<file path="src/rtl/bitbang_tx.sv">
// ----------------------------------------------------------------------------
// bitbang_tx
//
// Serialises one frame onto a two-wire bitbang link (s_clk/s_data). Each bit
// takes four quarter phases of PHASE_CYCLES clocks:
//   Q0: s_clk=0, s_data=data bit
//   Q1: s_clk=1, s_data=data bit   (receiver samples data on the rising edge)
//   Q2: s_clk=1, s_data=ctrl bit
//   Q3: s_clk=0, s_data=ctrl bit   (receiver samples ctrl on the falling edge)
// s_data only moves at Q0/Q2 starts, so it is settled a full phase before
// every s_clk edge.
//
// Frames:
//   word (tx_op=0): 32 bits, data = tx_data MSB first,
//                   ctrl = 16 zeros then 16'hFAB1 MSB first
//   off  (tx_op=1): 16 bits, data = 0, ctrl = 16'hFAB0 MSB first
//
// Parameters:
//   PHASE_CYCLES   clocks per quarter phase, legal range 2..255
//
// Ports:
//   clk_i            system clock, rising edge
//   resetn_i         asynchronous active-low reset
//   tx_data_i[31:0]  word to send
//   tx_op_i          0 = word frame, 1 = off frame
//   tx_valid_i       request; accepted when tx_valid_i & tx_ready_o
//   tx_ready_o       accept enable
//   s_clk_o          registered serial clock
//   s_data_o         registered serial data
//   busy_o           high while a frame is on the wire
//   done_o           one-cycle pulse when a frame completes
//   active_shadow_o  mirror of the receiver's active flag
//
// Build option:
//   BITBANG_TX_HOLD_BUF_EN  adds a one-entry hold buffer so a new request can
//                           be accepted while a frame is in flight; the
//                           buffered frame starts straight out of DONE.
//
// FSM states:
//   state   | meaning
//   --------+--------------------------------------------------------------
//   IDLE    | lines low, waiting for a request
//   SEND    | frame on the wire; quarter counter, phase and bit index run
//   DONE    | one cycle, lines low, done pulse, shadow flag updated
// ----------------------------------------------------------------------------
module bitbang_tx #(
    parameter int PHASE_CYCLES = 2
) (
    input  logic        clk_i,
    input  logic        resetn_i,
    input  logic [31:0] tx_data_i,
    input  logic        tx_op_i,
    input  logic        tx_valid_i,
    output logic        tx_ready_o,
    output logic        s_clk_o,
    output logic        s_data_o,
    output logic        busy_o,
    output logic        done_o,
    output logic        active_shadow_o
);

    typedef enum logic [1:0] {
        ST_IDLE = 2'd0,
        ST_SEND = 2'd1,
        ST_DONE = 2'd2
    } state_t;

    localparam logic [7:0]  QLOAD     = 8'(PHASE_CYCLES - 1);
    // Control patterns laid out so that bit index b selects bit [31-b].
    localparam logic [31:0] CTRL_WORD = 32'h0000_FAB1;
    localparam logic [31:0] CTRL_OFF  = 32'hFAB0_0000;

    state_t      state_q, state_d;
    logic [7:0]  qcnt_q, qcnt_d;
    logic [1:0]  phase_q, phase_d;
    logic [4:0]  bit_q, bit_d;
    logic [31:0] data_q, data_d;
    logic        op_q, op_d;

    logic        s_clk_q, s_clk_d;
    logic        s_data_q, s_data_d;
    logic        busy_q, busy_d;
    logic        done_q, done_d;
    logic        active_q, active_d;

    logic        accept;
    logic        start_valid;
    logic [31:0] start_data;
    logic        start_op;
    logic        last_bit;
    logic        load;
    logic [31:0] ctrl_sel;

`ifdef BITBANG_TX_HOLD_BUF_EN
    logic [31:0] buf_data_q, buf_data_d;
    logic        buf_op_q, buf_op_d;
    logic        buf_full_q, buf_full_d;

    assign tx_ready_o  = ~buf_full_q;
    // A buffered frame always has priority over a fresh request; while the
    // buffer is full tx_ready_o is low so the two can never collide.
    assign start_valid = buf_full_q | accept;
    assign start_data  = buf_full_q ? buf_data_q : tx_data_i;
    assign start_op    = buf_full_q ? buf_op_q : tx_op_i;
`else
    assign tx_ready_o  = (state_q == ST_IDLE);
    assign start_valid = accept;
    assign start_data  = tx_data_i;
    assign start_op    = tx_op_i;
`endif

    assign accept   = tx_valid_i & tx_ready_o;
    assign last_bit = op_q ? (bit_q == 5'd15) : (bit_q == 5'd31);

    // ------------------------------------------------------------------
    // State register
    // ------------------------------------------------------------------
    always_ff @(posedge clk_i or negedge resetn_i) begin
        if (!resetn_i) begin
            state_q  <= ST_IDLE;
            qcnt_q   <= '0;
            phase_q  <= '0;
            bit_q    <= '0;
            data_q   <= '0;
            op_q     <= 1'b0;
            s_clk_q  <= 1'b0;
            s_data_q <= 1'b0;
            busy_q   <= 1'b0;
            done_q   <= 1'b0;
            active_q <= 1'b0;
        end else begin
            state_q  <= state_d;
            qcnt_q   <= qcnt_d;
            phase_q  <= phase_d;
            bit_q    <= bit_d;
            data_q   <= data_d;
            op_q     <= op_d;
            s_clk_q  <= s_clk_d;
            s_data_q <= s_data_d;
            busy_q   <= busy_d;
            done_q   <= done_d;
            active_q <= active_d;
        end
    end

`ifdef BITBANG_TX_HOLD_BUF_EN
    always_ff @(posedge clk_i or negedge resetn_i) begin
        if (!resetn_i) begin
            buf_data_q <= '0;
            buf_op_q   <= 1'b0;
            buf_full_q <= 1'b0;
        end else begin
            buf_data_q <= buf_data_d;
            buf_op_q   <= buf_op_d;
            buf_full_q <= buf_full_d;
        end
    end
`endif

    // ------------------------------------------------------------------
    // Next-state logic
    // ------------------------------------------------------------------
    always_comb begin
        state_d = state_q;
        qcnt_d  = qcnt_q;
        phase_d = phase_q;
        bit_d   = bit_q;
        data_d  = data_q;
        op_d    = op_q;
        load    = 1'b0;

        case (state_q)
            ST_IDLE, ST_DONE: begin
                if (start_valid) begin
                    load = 1'b1;
                end else begin
                    state_d = ST_IDLE;
                end
            end
            ST_SEND: begin
                if (qcnt_q != 8'd0) begin
                    qcnt_d = qcnt_q - 8'd1;
                end else begin
                    qcnt_d = QLOAD;
                    if (phase_q == 2'd3) begin
                        phase_d = 2'd0;
                        if (last_bit) begin
                            state_d = ST_DONE;
                            bit_d   = 5'd0;
                        end else begin
                            bit_d = bit_q + 5'd1;
                        end
                    end else begin
                        phase_d = phase_q + 2'd1;
                    end
                end
            end
            default: state_d = ST_IDLE;
        endcase

        if (load) begin
            state_d = ST_SEND;
            qcnt_d  = QLOAD;
            phase_d = 2'd0;
            bit_d   = 5'd0;
            data_d  = start_data;
            op_d    = start_op;
        end
    end

`ifdef BITBANG_TX_HOLD_BUF_EN
    always_comb begin
        buf_data_d = buf_data_q;
        buf_op_d   = buf_op_q;
        buf_full_d = buf_full_q;
        if (load && buf_full_q) begin
            buf_full_d = 1'b0;
        end
        // Requests in IDLE/DONE with an empty buffer go straight to SEND;
        // only a request arriving mid-frame is parked here.
        if (accept && (state_q == ST_SEND)) begin
            buf_data_d = tx_data_i;
            buf_op_d   = tx_op_i;
            buf_full_d = 1'b1;
        end
    end
`endif

    // ------------------------------------------------------------------
    // Output logic: decoded from the next state so the line registers show
    // the first frame values on the cycle right after accept.
    // ------------------------------------------------------------------
    always_comb begin
        s_clk_d  = 1'b0;
        s_data_d = 1'b0;
        busy_d   = 1'b0;
        done_d   = 1'b0;
        active_d = active_q;
        ctrl_sel = op_d ? CTRL_OFF : CTRL_WORD;

        case (state_d)
            ST_SEND: begin
                busy_d   = 1'b1;
                s_clk_d  = phase_d[0] ^ phase_d[1];
                s_data_d = phase_d[1] ? ctrl_sel[~bit_d]
                                      : (data_d[~bit_d] & ~op_d);
            end
            ST_DONE: begin
                done_d   = 1'b1;
                active_d = ~op_d;
            end
            default: ;
        endcase
    end

    assign s_clk_o         = s_clk_q;
    assign s_data_o        = s_data_q;
    assign busy_o          = busy_q;
    assign done_o          = done_q;
    assign active_shadow_o = active_q;

endmodule
</file>
<file path="config.mk">
export PLATFORM = sky130hd
export DESIGN_NAME = bitbang_tx
export DESIGN_NICKNAME = d
export VERILOG_FILES = /design/src/rtl/bitbang_tx.sv
export SDC_FILE = /design/constraint.sdc
export NUM_CORES = 1
export LEC_CHECK = 0
export BUFFER_PORTS_ARGS = -buffer_cell sky130_fd_sc_hd__buf_2
export CORE_MARGIN = 3
export CORE_UTILIZATION = 57
export DETAILED_ROUTE_END_ITERATION = 8
export PLACE_DENSITY = 0.82
export RECOVER_POWER = 50
export SYNTH_ARGS = -nofsm -noshare
export SYNTH_HDL_FRONTEND = slang
export SYNTH_SLANG_ARGS = --single-unit
</file>
<file path="constraint.sdc">
create_clock -name clk_i -period 3.29 [get_ports clk_i]
set_clock_uncertainty 0.1 [all_clocks]
set_input_delay 0.658 -clock clk_i [delete_from_list [all_inputs] [get_ports clk_i]]
set_output_delay 0.658 -clock clk_i [all_outputs]
set_load 0.01 [all_outputs]
</file>
== Word level (Yosys, flattened, before mapping) ==
Cells that the tools add are included.

* Bitwise operators: 5
* Reduce and logical (&&, ||, !) cells: 4
* Add/sub/neg operators: 3
* Equal/unequal tests: 7
* Order comparisons: 1
* Multiplexer cells: 33

{| class="wikitable"
|+ Operators by type and width
! cell !! number
|-
| 32-bit two-way mux || 2
|-
| 5-bit two-way mux || 5
|-
| 8-bit two-way mux || 3
|-
| 2-bit two-way mux || 9
|-
| 1-bit two-way mux || 11
|-
| 1-bit binary-select mux with 5-bit select || 2
|-
| 8-bit nonzero test || 1
|-
| 8-bit by 1-bit subtractor with 8-bit output, second input constant || 1
|-
| 2-bit equality test, second input constant || 3
|-
| 5-bit by 6-bit < comparator with 1-bit output, second input constant || 1
|-
| 5-bit by 1-bit adder with 5-bit output, second input constant || 1
|-
| 5-bit by 4-bit equality test with 1-bit output, second input constant || 1
|-
| 5-bit equality test, second input constant || 1
|-
| 5-bit inverter || 1
|-
| 2-bit by 1-bit equality test with 1-bit output, second input constant || 2
|-
| 2-bit case mux with 2 select lines || 1
|-
| 2-bit by 1-bit adder with 2-bit output, second input constant || 1
|-
| 1-bit AND || 2
|-
| 2-bit logical NOT || 1
|-
| 2-bit nonzero test || 1
|-
| 2-bit OR reduction || 1
|-
| 1-bit inverter || 1
|-
| 1-bit XOR || 1
|}

* Logic and storage cells: 64
* Register bits: 55

== Depth between registers and ports, before layout ==
Gate-level depths: netlist of the first run.

* Depth in word-level cells: 13
* Depth in mapped cells: 11

== Least setup slack after synthesis of the first run ==
OpenSTA, ideal clock, no wires.

* Path type: register -> register
* Start: reg qcnt_q[0]
* End: reg s_data_q (netlist: s_data_o)
* Arrival: 2.702 ns
* Clock period less this slack: 2.879 ns
* Setup slack: 0.411 ns
* Cell stages (with the launch flop): 11
* Cell sequence: dfrtp_1 -> inv_1 -> ha_1 -> or3b_2 -> a2111oi_4 -> o211ai_4 -> mux2_4 -> mux4_2 -> nand3_1 -> nand4_1 -> o21ai_1

* Longest elaborated chain between the ends: 10

{| class="wikitable"
|+ RTL lines
! element !! line !! RTL
|-
| start, declared || 74 || <nowiki>logic [7:0] qcnt_q, qcnt_d;</nowiki>
|-
| start signal, assigned || 133 || <nowiki>qcnt_q <= qcnt_d;</nowiki>
|-
| 8-bit nonzero test * || 181 || <nowiki>if (qcnt_q != 8'd0) begin</nowiki>
|-
| 5-bit two-way mux || 181 ||
|-
| 5-bit two-way mux || 172 || <nowiki>case (state_q)</nowiki>
|-
| 5-bit two-way mux || 201 || <nowiki>if (load) begin</nowiki>
|-
| 5-bit inverter || 245, 246 ||
|-
| 1-bit binary-select mux with 5-bit select || 246 || <nowiki>: (data_d[~bit_d] & ~op_d);</nowiki>
|-
| 1-bit two-way mux (implied by the code) || 246 ||
|-
| 1-bit AND || 246 ||
|-
| 1-bit two-way mux || 245 || <nowiki>s_data_d = phase_d[1] ? ctrl_sel[~bit_d]</nowiki>
|-
| 1-bit two-way mux * || 241 || <nowiki>case (state_d)</nowiki>
|-
| net s_data_d || 81 || <nowiki>logic s_data_q, s_data_d;</nowiki>
|-
| end signal, assigned || 139 || <nowiki>s_data_q <= s_data_d;</nowiki>
|-
| end, declared || 81 ||
|}

The timed path passes the listed nets; every way through them passes the cells marked *. The select of a mux whose other input is x is not followed.
A chain may end at the register's enable or synchronous reset.

== Worst setup path in the final report of the first run ==
Ends and elaborated chain as after synthesis.

==> metrics.log, run 1 <==
INFO  metric synth_cell_types = 48
INFO  metric setup_tns = 0 ns
INFO  metric critPathKind = reg -> reg
INFO  metric final_period_minus_worst_setup_slack = 3.10 ns
INFO  metric synthesis.nets = 321
INFO  metric multi_input_comb_area = 1380 sq um
INFO  metric post_route_cells_drive_above_1_share = 25.2%
INFO  metric period_share = 94.3%
INFO  metric synth.top_cell.area_share = 48.8%
INFO  metric power.switching_fraction = 31.2%
INFO  metric worst_pin_slew = 1.31 ns
INFO  metric post_synth_and_or_nand_nor_area_fraction = 19.1%
INFO  metric critPathSlowestCell = sky130_fd_sc_hd__or3b_2
INFO  metric cts.hold.buffers_added = 0
INFO  metric slowest_delay = 0.51 ns
INFO  metric rr_worst_depth = 10
INFO  metric worstSetupStartpointType = flip-flop
INFO  metric timing.critical_path.fanout_max = 7
INFO  metric grt_start_max_net_pins = 56
INFO  metric post-synth-top-area-cell = sky130_fd_sc_hd__dfrtp_1
INFO  metric yosys-mux-area-fraction = 14.3%
INFO  metric first_global_vias = 2,168
INFO  metric cts-root-buf = sky130_fd_sc_hd__clkbuf_8
INFO  metric cp-end-kind = flip-flop
INFO  metric n_fill_cell = 367
INFO  metric diodes_inserted = 0
INFO  metric count_of_mapped_cells_out_of_synthesis = 281
INFO  metric drt_first_pass_iters = 4
INFO  metric seq_area = 1380 sq um
INFO  metric post_synth_xor_area_fraction = 1.55%
INFO  metric cts_resized = 0
INFO  metric edff_count_synth = 0
INFO  metric cts_post_setup_buffers_inserted = 0
INFO  metric dp.final_hpwl = 4.15 mm
INFO  metric cts.path.max_buffers = 2
INFO  metric dieHeight = 76.3 um
INFO  metric via_count = 2,196
INFO  metric floorplan.die.width = 76.3 um
INFO  metric area.growth.synth_to_final = 14.4%
INFO  metric clock.fmax = 0.322 GHz
INFO  metric power.leakage = 1.61 nW
INFO  metric min_path_type = reg -> reg
INFO  metric worst_ir_drop_vdd = 0.000398 V
INFO  metric wirelength = 5.80 mm
INFO  metric tritoncts.num_buffers = 5
INFO  metric die_outline_area = 5830 sq um
INFO  metric count_of_nets_after_finishing = 365
INFO  metric avg_inst_size_synth = 10.0 sq um
INFO  metric global_route.usage.total = 21.2%
INFO  metric drt-vias-per-instance = 5.63
INFO  metric clk_pin_slew_worst_paths = 0.10 ns
INFO  metric timing.critical_path.cells = inv_1, ha_1, or3b_2, a2111oi_4, o211ai_4, mux2_4, mux4_2, nand3_1, nand4_1, o21ai_1
INFO  metric grt_first_pass_wirelength = 10.1 mm
INFO  metric start_util = 61.8%
INFO  metric timing.critical_path.required = 3.44 ns
INFO  metric finalMaxSlewViolations = 0
INFO  metric synth_compound_area_share = 12.1%
INFO  metric status = finished, final reports clean
INFO  metric grt_antenna_before_repair = 0
INFO  metric pwr_density_cell = 569 nW/um^2
INFO  metric core_area = 4560 sq um
INFO  metric ys_top_cells_by_count = sky130_fd_sc_hd__nand2_1, sky130_fd_sc_hd__dfrtp_1, sky130_fd_sc_hd__mux2_2
INFO  metric globalRouteOverflowTotal = 0
INFO  metric p_seq_share = 49.0%
INFO  metric arrival_time_at_the_worst_endpoint = 3.25 ns
INFO  metric clock_tree.htree_level_count = 2
INFO  metric utilization = 70.7%
INFO  metric routedWlPerCell = 14.9 um
INFO  metric p_int = 1.26 mW
INFO  metric synthesis.yosys.warnings = 0
INFO  metric drt-initial-drc-count = 126
INFO  metric place.detailed.instances = 383
INFO  metric power.share.clock = 23.9%
INFO  metric synth.ff_latch_count = 55
INFO  metric ys_dominant_reg_cell = sky130_fd_sc_hd__dfrtp_1
INFO  metric top_level_ports = 42
INFO  metric slew_headroom = 12.7%
INFO  metric maxCapViolCount = 0
INFO  metric drc = 0
INFO  metric clkSinkCount = 55
INFO  metric power_switching = 573 uW
INFO  metric worstSkewPairLatency = 0.31 ns
INFO  metric synth_area = 2820 sq um
INFO  metric std_cell_rows = 24
INFO  metric share_comb_of_total_power = 27.1%
INFO  metric timing.hold.worst_path_depth = 2
INFO  metric largest_family_of_logic_cells_by_synthesized_area = simple AND/OR/NAND/NOR gates
INFO  metric finish_stage_setup_viols = 0
INFO  metric stdcell_count = 390
INFO  metric synth.yosys.seq_area_share = 48.8%
INFO  metric gp_congestion = 0.875
INFO  metric synthMostInstantiatedCell = sky130_fd_sc_hd__nand2_1
INFO  metric yosys-top-cells-area = sky130_fd_sc_hd__dfrtp_1, sky130_fd_sc_hd__nand2_1, sky130_fd_sc_hd__mux2_2, sky130_fd_sc_hd__mux2i_1, sky130_fd_sc_hd__o21ai_0
INFO  metric numPortBuffers = 41
INFO  metric async_sr_flop_fraction = 100%
INFO  metric synth-adder-area-share = 1.78%
INFO  metric setup_repair_after_global_routing_missed_its_margin = false
INFO  metric cts_tree = yes
INFO  metric timing_hold_violations_final = 0
INFO  metric detail-route-antenna-nets = 0
[power by group through the flow]
stage | clock [mW] | combinational (mW) | sequential (mW)
after global routing | 0.473 | 0.563 | 0.919
after CTS | 0.442 | 0.503 | 0.898
after detailed placement | 0 | 0.498 | 0.913
after global placement | 0 | 0.482 | 0.903
after floorplan | 0 | 0.363 | 0.891
final | 0.439 | 0.498 | 0.899
[cells in the final DEF, fill, tap and decap left out, drive strengths merged, types with 2 or more instances in the layout]
cell,n
nand2,66
dfrtp,55
buf,47
mux2,21
nor2,16
o21ai,15
mux2i,14
clkbuf,7
nand3,6
nor3,6
inv,6
a21oi,5
a22o,4
ha,4
xnor2,3
nand4,3
or3,3
nand2b,3
a31oi,3
nor4,2
nor3b,2
or3b,2
o21bai,2
a41oi,2
and3,2
xor2,2
nand3b,2
and2,2
o21a,2
o31ai,2
o211ai,2
[cells by family after synthesis]
kind of cell | count (synthesis)
muxes | 36
buffers and inverters | 17
xor gates and xnor gates | 5
AOI/OAI and AO/OA | 46
DFF | 55
and+or+nand+nor | 118
adders and majority gates | 4
[layer usage]
| metal | global-route usage (%) | up-vias | part of all wire [%] |
|---|---|---|---|
| met2 | 33.4 | 53 | 50 |
| met5 | 0 | - | 0 |
| li1 | - | 1077 | - |
| met3 | 3.43 | 9 | 4.8 |
| met1 | 29.6 | 1057 | 44 |
| met4 | 7.61 | 0 | 1.4 |
[sequential cells by signal (all words and copies together), names as in the netlist]
name	cells
active_shadow_o	1
phase_q	2
done_o	1
s_clk_o	1
data_q	32
qcnt_q	8
state_q	2
op_q	1
s_data_o	1
busy_o	1
bit_q	5
[cell type report]
| type | instances | share of cell area (%) |
|---|---|---|
| clock buffers | 6 | 2.25 |
| inverters | 6 | 0.698 |
| flip-flops and latches | 55 | 42.7 |
| well taps | 65 | 2.52 |
| repair buffers | 48 | 8.30 |
| clock inverters | 1 | 0.931 |
| multi-input cells | 209 | 42.6 |
[through the flow]
| stage | instance area, sq um | total power, mW | setup slack [ns] | hold slack (ns) |
|---|---|---|---|---|
| 2_1_floorplan | 2820 | 1.25 | 0.411 | 0.262 |
| 3_3_place_gp | 3130 | 1.38 | 0.296 | 0.357 |
| 3_5_place_dp | 3130 | 1.41 | 0.207 | 0.359 |
| 4_1_cts | 3230 | 1.84 | 0.193 | 0.382 |
| 5_1_grt | 3230 | 1.96 | 0.0244 | 0.406 |
| 6_report | 3230 | 1.84 | 0.188 | 0.381 |
[critical path, delay by kind of cell (launching register included)]
kind                       cells  cell delay (ns)
AOI/OAI and AO/OA              3             0.78
muxes                          2             0.78
and+or+nand+nor                3             0.69
DFF                            1             0.42
adders and majority gates      1             0.15
buffers and inverters          1             0.09
[path summary, 6_finish.rpt]
kind	startpoint	to	slack (ns)
min in group asynchronous	resetn_i	busy_o	0.61
setup / recovery	qcnt_q[0]	s_data_o	0.19
max in group asynchronous	resetn_i	qcnt_q[3]	1.70
hold reg to reg	data_q[24]	data_q[24]	0.38
hold / removal	data_q[24]	data_q[24]	0.38
setup reg to reg	qcnt_q[0]	s_data_o	0.19
Power figures use the tool's default switching activity.
==> inputs of run 2 (changes only) <==
--- a/config.mk
+++ b/config.mk
@@ -7,9 +7,10 @@
 export LEC_CHECK = 0
 export BUFFER_PORTS_ARGS = -buffer_cell sky130_fd_sc_hd__buf_2
 export CORE_MARGIN = 3
-export CORE_UTILIZATION = 57
+export CORE_UTILIZATION = 59
+export CTS_BUF_LIST = sky130_fd_sc_hd__clkbuf_8
 export DETAILED_ROUTE_END_ITERATION = 8
-export PLACE_DENSITY = 0.82
+export PLACE_DENSITY = 0.84
 export RECOVER_POWER = 50
 export SYNTH_ARGS = -nofsm -noshare
 export SYNTH_HDL_FRONTEND = slang
==> run 2 against run 1 <==
- register-to-register slack barely moved
- worst setup slack got worse by 0.0024 ns
- first-iteration DRC count rose by 13%
- core utilization rose by 0.72 points
- maximum frequency barely moved
- largest cell class unchanged
- final area fell by 0.97%
==> metrics.log, run 2 (same netlist as run 1, synthesis figures left out) <==
INFO  metric status = finished, final reports clean (unchanged)
INFO  metric critical_path.endpoint = s_data_o (unchanged)
INFO  metric core_area = 4470 sq um (was 4560 sq um)
INFO  metric worstSkewPairLatency = 0.30 ns (was 0.31 ns)
INFO  metric cp-end-kind = flip-flop (unchanged)
INFO  metric timing.critical_path.fanout_max = 7 (unchanged)
INFO  metric dieHeight = 75.1 um (was 76.3 um)
INFO  metric wire_length_on_met2 = 2.85 mm (was 2.87 mm)
INFO  metric period_share = 94.3% (about the same)
INFO  metric worst-r2r-setup-slack = 0.19 ns (about the same)
INFO  metric setup_repair_after_global_routing_missed_its_margin = false (unchanged)
INFO  metric fin_area = 3190 sq um (was 3230 sq um)
INFO  metric clkSinkCount = 55 (unchanged)
INFO  metric timing.critical_path.required = 3.42 ns (was 3.44 ns)
INFO  metric total_power = 1.76 mW (was 1.84 mW)
INFO  metric critPathKind = reg -> reg (unchanged)
INFO  metric clock_tree.htree_level_count = 2 (unchanged)
INFO  metric cts_post_setup_buffers_inserted = 0 (unchanged)
INFO  metric worstSetupStartpointType = flip-flop (unchanged)
INFO  metric finalMaxSlewViolations = 0 (unchanged)
INFO  metric drt-initial-drc-count = 143 (was 126)
INFO  metric worst_pin_slew = 1.46 ns (was 1.31 ns)
INFO  metric count_of_nets_after_finishing = 366 (was 365)
INFO  metric setup.worst_path.start = qcnt_q[0] (unchanged)
INFO  metric layout_common_cells = sky130_fd_sc_hd__nand2_1, sky130_fd_sc_hd__dfrtp_1, sky130_fd_sc_hd__buf_2, sky130_fd_sc_hd__mux2_2, sky130_fd_sc_hd__nor2_1 (unchanged)
INFO  metric r2r-start = qcnt_q[0] (unchanged)
INFO  metric final_period_minus_worst_setup_slack = 3.10 ns (about the same)
INFO  metric critPathSlowestCell = sky130_fd_sc_hd__or3b_2 (unchanged)
INFO  metric worst_ir_drop_vdd = 0.000378 V (was 0.000398 V)
INFO  metric top_register = data_q (unchanged)
INFO  metric met1_length = 2.55 mm (was 2.57 mm)
INFO  metric arrival_time_at_the_worst_endpoint = 3.23 ns (was 3.25 ns)
INFO  metric cts_tree = yes (unchanged)
INFO  metric dp.final_hpwl = 4.23 mm (was 4.15 mm)
INFO  metric largestRegisters = data_q x32, qcnt_q x8, bit_q x5 (unchanged)
INFO  metric cts-root-buf = sky130_fd_sc_hd__clkbuf_8 (unchanged)
INFO  metric tritoncts.num_buffers = 5 (unchanged)
INFO  metric wirelength = 5.78 mm (was 5.80 mm)
INFO  metric slowest_delay = 0.50 ns (was 0.51 ns)
INFO  metric cp_num_cells = 10 (unchanged)
INFO  metric diodes_inserted = 0 (unchanged)
INFO  metric cts.path.max_buffers = 2 (unchanged)
INFO  metric routedWlPerCell = 15.3 um (was 14.9 um)
INFO  metric pwr_density_cell = 550 nW/um^2 (was 569 nW/um^2)
INFO  metric area.growth.synth_to_final = 13.3% (was 14.4%)
INFO  metric globalRouteOverflowTotal = 0 (unchanged)
INFO  metric largest_reg_flops = 32 (unchanged)
INFO  metric postPlaceCellArea = 3120 sq um (was 3130 sq um)
INFO  metric worst_r2r_endpoint = s_data_o (unchanged)
INFO  metric finish_stage_setup_viols = 0 (unchanged)
INFO  metric numPortBuffers = 41 (unchanged)
INFO  metric met3WireLength = 309 um (was 277 um)
INFO  metric drt_first_pass_iters = 4 (unchanged)
INFO  metric via_count = 2,191 (was 2,196)
INFO  metric grt_first_pass_wirelength = 9.80 mm (was 10.1 mm)
INFO  metric power.leakage = 1.61 nW (about the same)
INFO  metric die_outline_area = 5640 sq um (was 5830 sq um)
INFO  metric std_cell_rows = 24 (unchanged)
INFO  metric first_global_vias = 2,102 (was 2,168)
INFO  metric top_level_ports = 42 (unchanged)
INFO  metric cts_resized = 0 (unchanged)
INFO  metric timing_hold_violations_final = 0 (unchanged)
INFO  metric setup_slack = 0.186 ns (was 0.188 ns)
INFO  metric grt_antenna_before_repair = 0 (unchanged)
INFO  metric clk_pin_slew_worst_paths = 0.09 ns (was 0.10 ns)
INFO  metric timing.critical_path.cells = inv_1, ha_1, or3b_2, a2111oi_4, o211ai_4, mux2_4, mux4_2, nand3_1, nand4_1, o21ai_1 (unchanged)
INFO  metric setup_tns = 0 ns (unchanged)
INFO  metric gp_congestion = 0.826 (was 0.875)
INFO  metric grt_start_max_net_pins = 43 (was 56)
INFO  metric slew_headroom = 2.75% (was 12.7%)
INFO  metric detail-route-antenna-nets = 0 (unchanged)
INFO  metric clock.fmax = 0.322 GHz (about the same)
INFO  metric drt-vias-per-instance = 5.78 (was 5.63)
INFO  metric post_route_cells_drive_above_1_share = 25.1% (was 25.2%)
INFO  metric drc = 0 (unchanged)
INFO  metric worst_hold_startpoint = data_q[18] (was data_q[24])
INFO  metric placement.setup.worst_slack = 0.207 ns (about the same)
INFO  metric kind_of_cell_adding_the_most_delay_to_the_critical_path = multiplexers (was compound AO/OA/AOI/OAI gates)
INFO  metric n_fill_cell = 336 (was 367)
INFO  metric min_path_type = reg -> reg (unchanged)
INFO  metric worst-path-buf-inv = 1 (unchanged)
INFO  metric global_route.usage.total = 22.9% (was 21.2%)
INFO  metric start_util = 63.0% (was 61.8%)
INFO  metric rr_worst_depth = 10 (unchanged)
INFO  metric floorplan.die.width = 75.1 um (was 76.3 um)
INFO  metric most_frequent_standard_cell_in_the_layout_excluding_fill_and_tap_cells = sky130_fd_sc_hd__nand2_1 (unchanged)
INFO  metric cts.hold.buffers_added = 0 (unchanged)
INFO  metric maxCapViolCount = 0 (unchanged)
INFO  metric timing.hold.worst_path_depth = 2 (unchanged)
INFO  metric routed.top_layer = met4 (unchanged)
==> run 2: changes by cell type in the layout (fill, tap and decap cells not counted) <==
cell and delta:
sky130_fd_sc_hd__clkinv_2 +1, sky130_fd_sc_hd__inv_1 +2, sky130_fd_sc_hd__bufinv_16 -1, sky130_fd_sc_hd__buf_2 -1
sky130_fd_sc_hd__buf_4 +1
==> run 2: area by class of cell <==
type	instances	area (sq um)	share of cell area [%]
well taps	52	65.1	2.04
multi-input cells	209	1380	43.0
clock inverters	3	12.5	0.392
repair buffers	49	274	8.58
flip-flops and latches	55	1380	43.1
clock buffers	5	68.8	2.15
inverters	6	22.5	0.705
==> run 2: stage by stage <==
| step | instances | util, % | hold slack [ns] |
|---|---|---|---|
| 6_report | 379 | 71.4 | 0.381 |
| 5_1_grt | 379 | 71.4 | 0.407 |
| 4_1_cts | 379 | 71.6 | 0.268 |
| 3_5_place_dp | 371 | 69.8 | 0.364 |
| 3_3_place_gp | 371 | 69.8 | 0.356 |
| 2_1_floorplan | 281 | - | 0.262 |
==> run 2: where the power goes <==
| group | internal [mW] | switching, mW |
|---|---|---|
| Clock | 0.144 | 0.204 |
| Sequential | 0.800 | 0.103 |
| Combinational | 0.241 | 0.264 |
==> run 2: how the worst min path moves through the flow <==
stage / endpoint
finish: data_q[18]
global route: data_q[16]
CTS: qcnt_q[6]
detailed placement: data_q[24]
global placement: data_q[24]
floorplan: active_shadow_o
==> run 2: worst min-delay path, stage by stage (launching register included) <==
cell and delay, ns:
sky130_fd_sc_hd__dfrtp_1 0.35, sky130_fd_sc_hd__nand2_1 0.05, sky130_fd_sc_hd__nand2_1 0.05
==> run 2: metal layers <==
layer	global-route usage, %	vias to the layer above
met5	0	-
li1	-	1076
met2	36.8	59
met1	31.5	1049
met3	4.41	7
met4	7.11	0
==> inputs of run 3 (changes only) <==
==> constraint.sdc (replaced) <==
create_clock -name clk_i -period 3.1 [get_ports clk_i]
set_clock_uncertainty 0.1 [all_clocks]
set_input_delay 0.62 -clock clk_i [delete_from_list [all_inputs] [get_ports clk_i]]
set_output_delay 0.62 -clock clk_i [all_outputs]
set_load 0.01 [all_outputs]
==> run 3 against run 2 <==
- wire length is 5.5% higher
- sequential share of layout area decreased by 0.40 points
- first-iteration DRC count increased by 19%
==> metrics.log, run 3 (same netlist as run 1, synthesis figures left out) <==
INFO  metric dieHeight = 75.1 um (unchanged)
INFO  metric largestRegisters = data_q x32, qcnt_q x8, bit_q x5 (unchanged)
INFO  metric dp.final_hpwl = 4.45 mm (was 4.23 mm)
INFO  metric cp-end-kind = flip-flop (unchanged)
INFO  metric slew_headroom = 9.25% (was 2.75%)
INFO  metric global_route.usage.total = 23.3% (was 22.9%)
INFO  metric arrival_time_at_the_worst_endpoint = 3.12 ns (was 3.23 ns)
INFO  metric layout_common_cells = sky130_fd_sc_hd__nand2_1, sky130_fd_sc_hd__dfrtp_1, sky130_fd_sc_hd__buf_2, sky130_fd_sc_hd__mux2_2, sky130_fd_sc_hd__nor2_1 (unchanged)
INFO  metric post_route_cells_drive_above_1_share = 26.1% (was 25.1%)
INFO  metric grt_antenna_before_repair = 0 (unchanged)
INFO  metric numPortBuffers = 41 (unchanged)
INFO  metric cts.hold.buffers_added = 0 (unchanged)
INFO  metric gp_congestion = 0.850 (was 0.826)
INFO  metric clock.fmax = 0.336 GHz (was 0.322 GHz)
INFO  metric die_outline_area = 5640 sq um (unchanged)
INFO  metric finish_stage_setup_viols = 0 (unchanged)
INFO  metric power_switching = 628 uW (was 572 uW)
INFO  metric final_period_minus_worst_setup_slack = 2.97 ns (was 3.10 ns)
INFO  metric diodes_inserted = 0 (unchanged)
INFO  metric drt-vias-per-instance = 5.95 (was 5.78)
INFO  metric maxCapViolCount = 0 (unchanged)
INFO  metric worst_pin_slew = 1.36 ns (was 1.46 ns)
INFO  metric timing.critical_path.required = 3.24 ns (was 3.42 ns)
INFO  metric detail-route-antenna-nets = 0 (unchanged)
INFO  metric floorplan.die.width = 75.1 um (unchanged)
INFO  metric clock_tree.htree_level_count = 2 (unchanged)
INFO  metric cts-root-buf = sky130_fd_sc_hd__clkbuf_8 (unchanged)
INFO  metric pwr_density_cell = 591 nW/um^2 (was 550 nW/um^2)
INFO  metric routedWlPerCell = 16.0 um (was 15.3 um)
INFO  metric power.switching_fraction = 33.0% (was 32.5%)
INFO  metric grt_first_pass_wirelength = 10.1 mm (was 9.80 mm)
INFO  metric largest_reg_flops = 32 (unchanged)
INFO  metric multi_input_comb_area = 1380 sq um (about the same)
INFO  metric drt-initial-drc-count = 170 (was 143)
INFO  metric stdcell_count = 382 (was 379)
INFO  metric cts.path.max_buffers = 2 (unchanged)
INFO  metric n_fill_cell = 324 (was 336)
INFO  metric count_of_nets_after_finishing = 369 (was 366)
INFO  metric globalRouteOverflowTotal = 0 (unchanged)
INFO  metric min_path_type = reg -> reg (unchanged)
INFO  metric core_area = 4470 sq um (unchanged)
INFO  metric power.share.clock = 19.8% (about the same)
INFO  metric p_seq_share = 50.4% (was 51.4%)
INFO  metric cts_tree = yes (unchanged)
INFO  metric setup_repair_after_global_routing_missed_its_margin = false (unchanged)
INFO  metric clk_pin_slew_worst_paths = 0.10 ns (was 0.09 ns)
INFO  metric drt_first_pass_iters = 4 (unchanged)
INFO  metric worstSkewPairLatency = 0.31 ns (was 0.30 ns)
INFO  metric tritoncts.num_buffers = 5 (unchanged)
INFO  metric setup_tns = 0 ns (unchanged)
INFO  metric via_count = 2,273 (was 2,191)
INFO  metric start_util = 63.0% (unchanged)
INFO  metric first_global_vias = 2,277 (was 2,102)
INFO  metric place.detailed.instances = 372 (was 371)
INFO  metric worst_ir_drop_vdd = 0.000289 V (was 0.000378 V)
INFO  metric status = finished, final reports clean (unchanged)
INFO  metric power.leakage = 1.62 nW (was 1.61 nW)
INFO  metric clkSinkCount = 55 (unchanged)
INFO  metric period_share = 95.9% (was 94.3%)
INFO  metric top_level_ports = 42 (unchanged)
INFO  metric timing_hold_violations_final = 0 (unchanged)
INFO  metric p_int = 1.28 mW (was 1.18 mW)
INFO  metric most_frequent_standard_cell_in_the_layout_excluding_fill_and_tap_cells = sky130_fd_sc_hd__nand2_1 (unchanged)
INFO  metric seq_area = 1380 sq um (unchanged)
INFO  metric timing.critical_path.fanout_max = 5 (was 7)
INFO  metric worstSetupStartpointType = flip-flop (unchanged)
INFO  metric share_comb_of_total_power = 29.9% (was 28.8%)
INFO  metric critPathKind = reg -> reg (unchanged)
INFO  metric grt_start_max_net_pins = 43 (unchanged)
INFO  metric utilization = 72.1% (was 71.4%)
INFO  metric drc = 0 (unchanged)
INFO  metric std_cell_rows = 24 (unchanged)
INFO  metric wirelength = 6.10 mm (was 5.78 mm)
INFO  metric top_register = data_q (unchanged)
INFO  metric area.growth.synth_to_final = 14.4% (was 13.3%)
INFO  metric finalMaxSlewViolations = 0 (unchanged)
INFO  metric worst-r2r-setup-slack = 0.13 ns (was 0.19 ns)
run 3: changes by cell type in the layout (fill, tap and decap cells not counted):
cell	delta
sky130_fd_sc_hd__buf_4	+3
sky130_fd_sc_hd__nor3b_1	-1
sky130_fd_sc_hd__nor3b_2	+1
sky130_fd_sc_hd__or3b_2	-1
sky130_fd_sc_hd__or3b_4	+1
run 3: worst paths after layout:
| path | endpoint | depth (start not counted) | from |
|---|---|---|---|
| min in group asynchronous | phase_q[0] | 1 | resetn_i |
| worst min register to register | data_q[16] | 2 | data_q[16] |
| max in group asynchronous | data_q[31] | 2 | resetn_i |
| worst max-delay path | s_data_o | 11 | qcnt_q[1] |
| worst min-delay path | data_q[16] | 2 | data_q[16] |
| worst max register to register | s_data_o | 11 | qcnt_q[1] |
run 3: cell type report:
type	count	area share (%)
Clock inverter	3	0.388
Timing Repair Buffer	52	9.20
Inverter	6	0.698
Clock buffer	5	2.13
Tap cell	52	2.02
Sequential cell	55	42.7
Multi-Input combinational cell	209	42.9
run 3: worst max-delay path: stages (launching register included):
cell                        delay (ns)
sky130_fd_sc_hd__dfrtp_1          0.42
sky130_fd_sc_hd__inv_1            0.10
sky130_fd_sc_hd__ha_1             0.16
sky130_fd_sc_hd__or3b_4           0.41
sky130_fd_sc_hd__a2111oi_4        0.45
sky130_fd_sc_hd__o211ai_4         0.15
sky130_fd_sc_hd__buf_4            0.21
sky130_fd_sc_hd__mux2i_1          0.12
sky130_fd_sc_hd__mux4_2           0.47
sky130_fd_sc_hd__nand3_1          0.09
sky130_fd_sc_hd__nand4_1          0.10
sky130_fd_sc_hd__o21ai_1          0.14
run 3: routing by layer:
metal	global-route usage, %	vias to the layer above	wire length (um)
li1	-	1084	-
met1	30.7	1115	2580
met2	38.8	64	3130
met3	4.14	10	302
met4	8.10	0	89
met5	0	-	0
run 3: metrics by stage:
step	cell area [sq um]	total power [mW]	worst slack, ns	hold slack (ns)
after floorplan	2820	1.33	0.221	0.224
after global placement	3130	1.47	0.186	0.358
after detailed placement	3130	1.51	0.0935	0.363
after CTS	3210	1.89	0.0800	0.207
after global routing	3220	2.03	0.0469	0.396
final	3220	1.91	0.127	0.378
run 3: timing repair:
action,4_1_cts,5_1_grt
buffers inserted,0,2
gates resized for setup,0,1
setup endpoints to repair,0,1
run 3: power by group through the flow:
stage | sequential [mW] | clock, mW | combinational, mW
2_1_floorplan | 0.945 | 0 | 0.385
3_3_place_gp | 0.959 | 0 | 0.516
3_5_place_dp | 0.972 | 0 | 0.542
4_1_cts | 0.958 | 0.385 | 0.548
5_1_grt | 0.979 | 0.413 | 0.642
6_report | 0.960 | 0.377 | 0.570
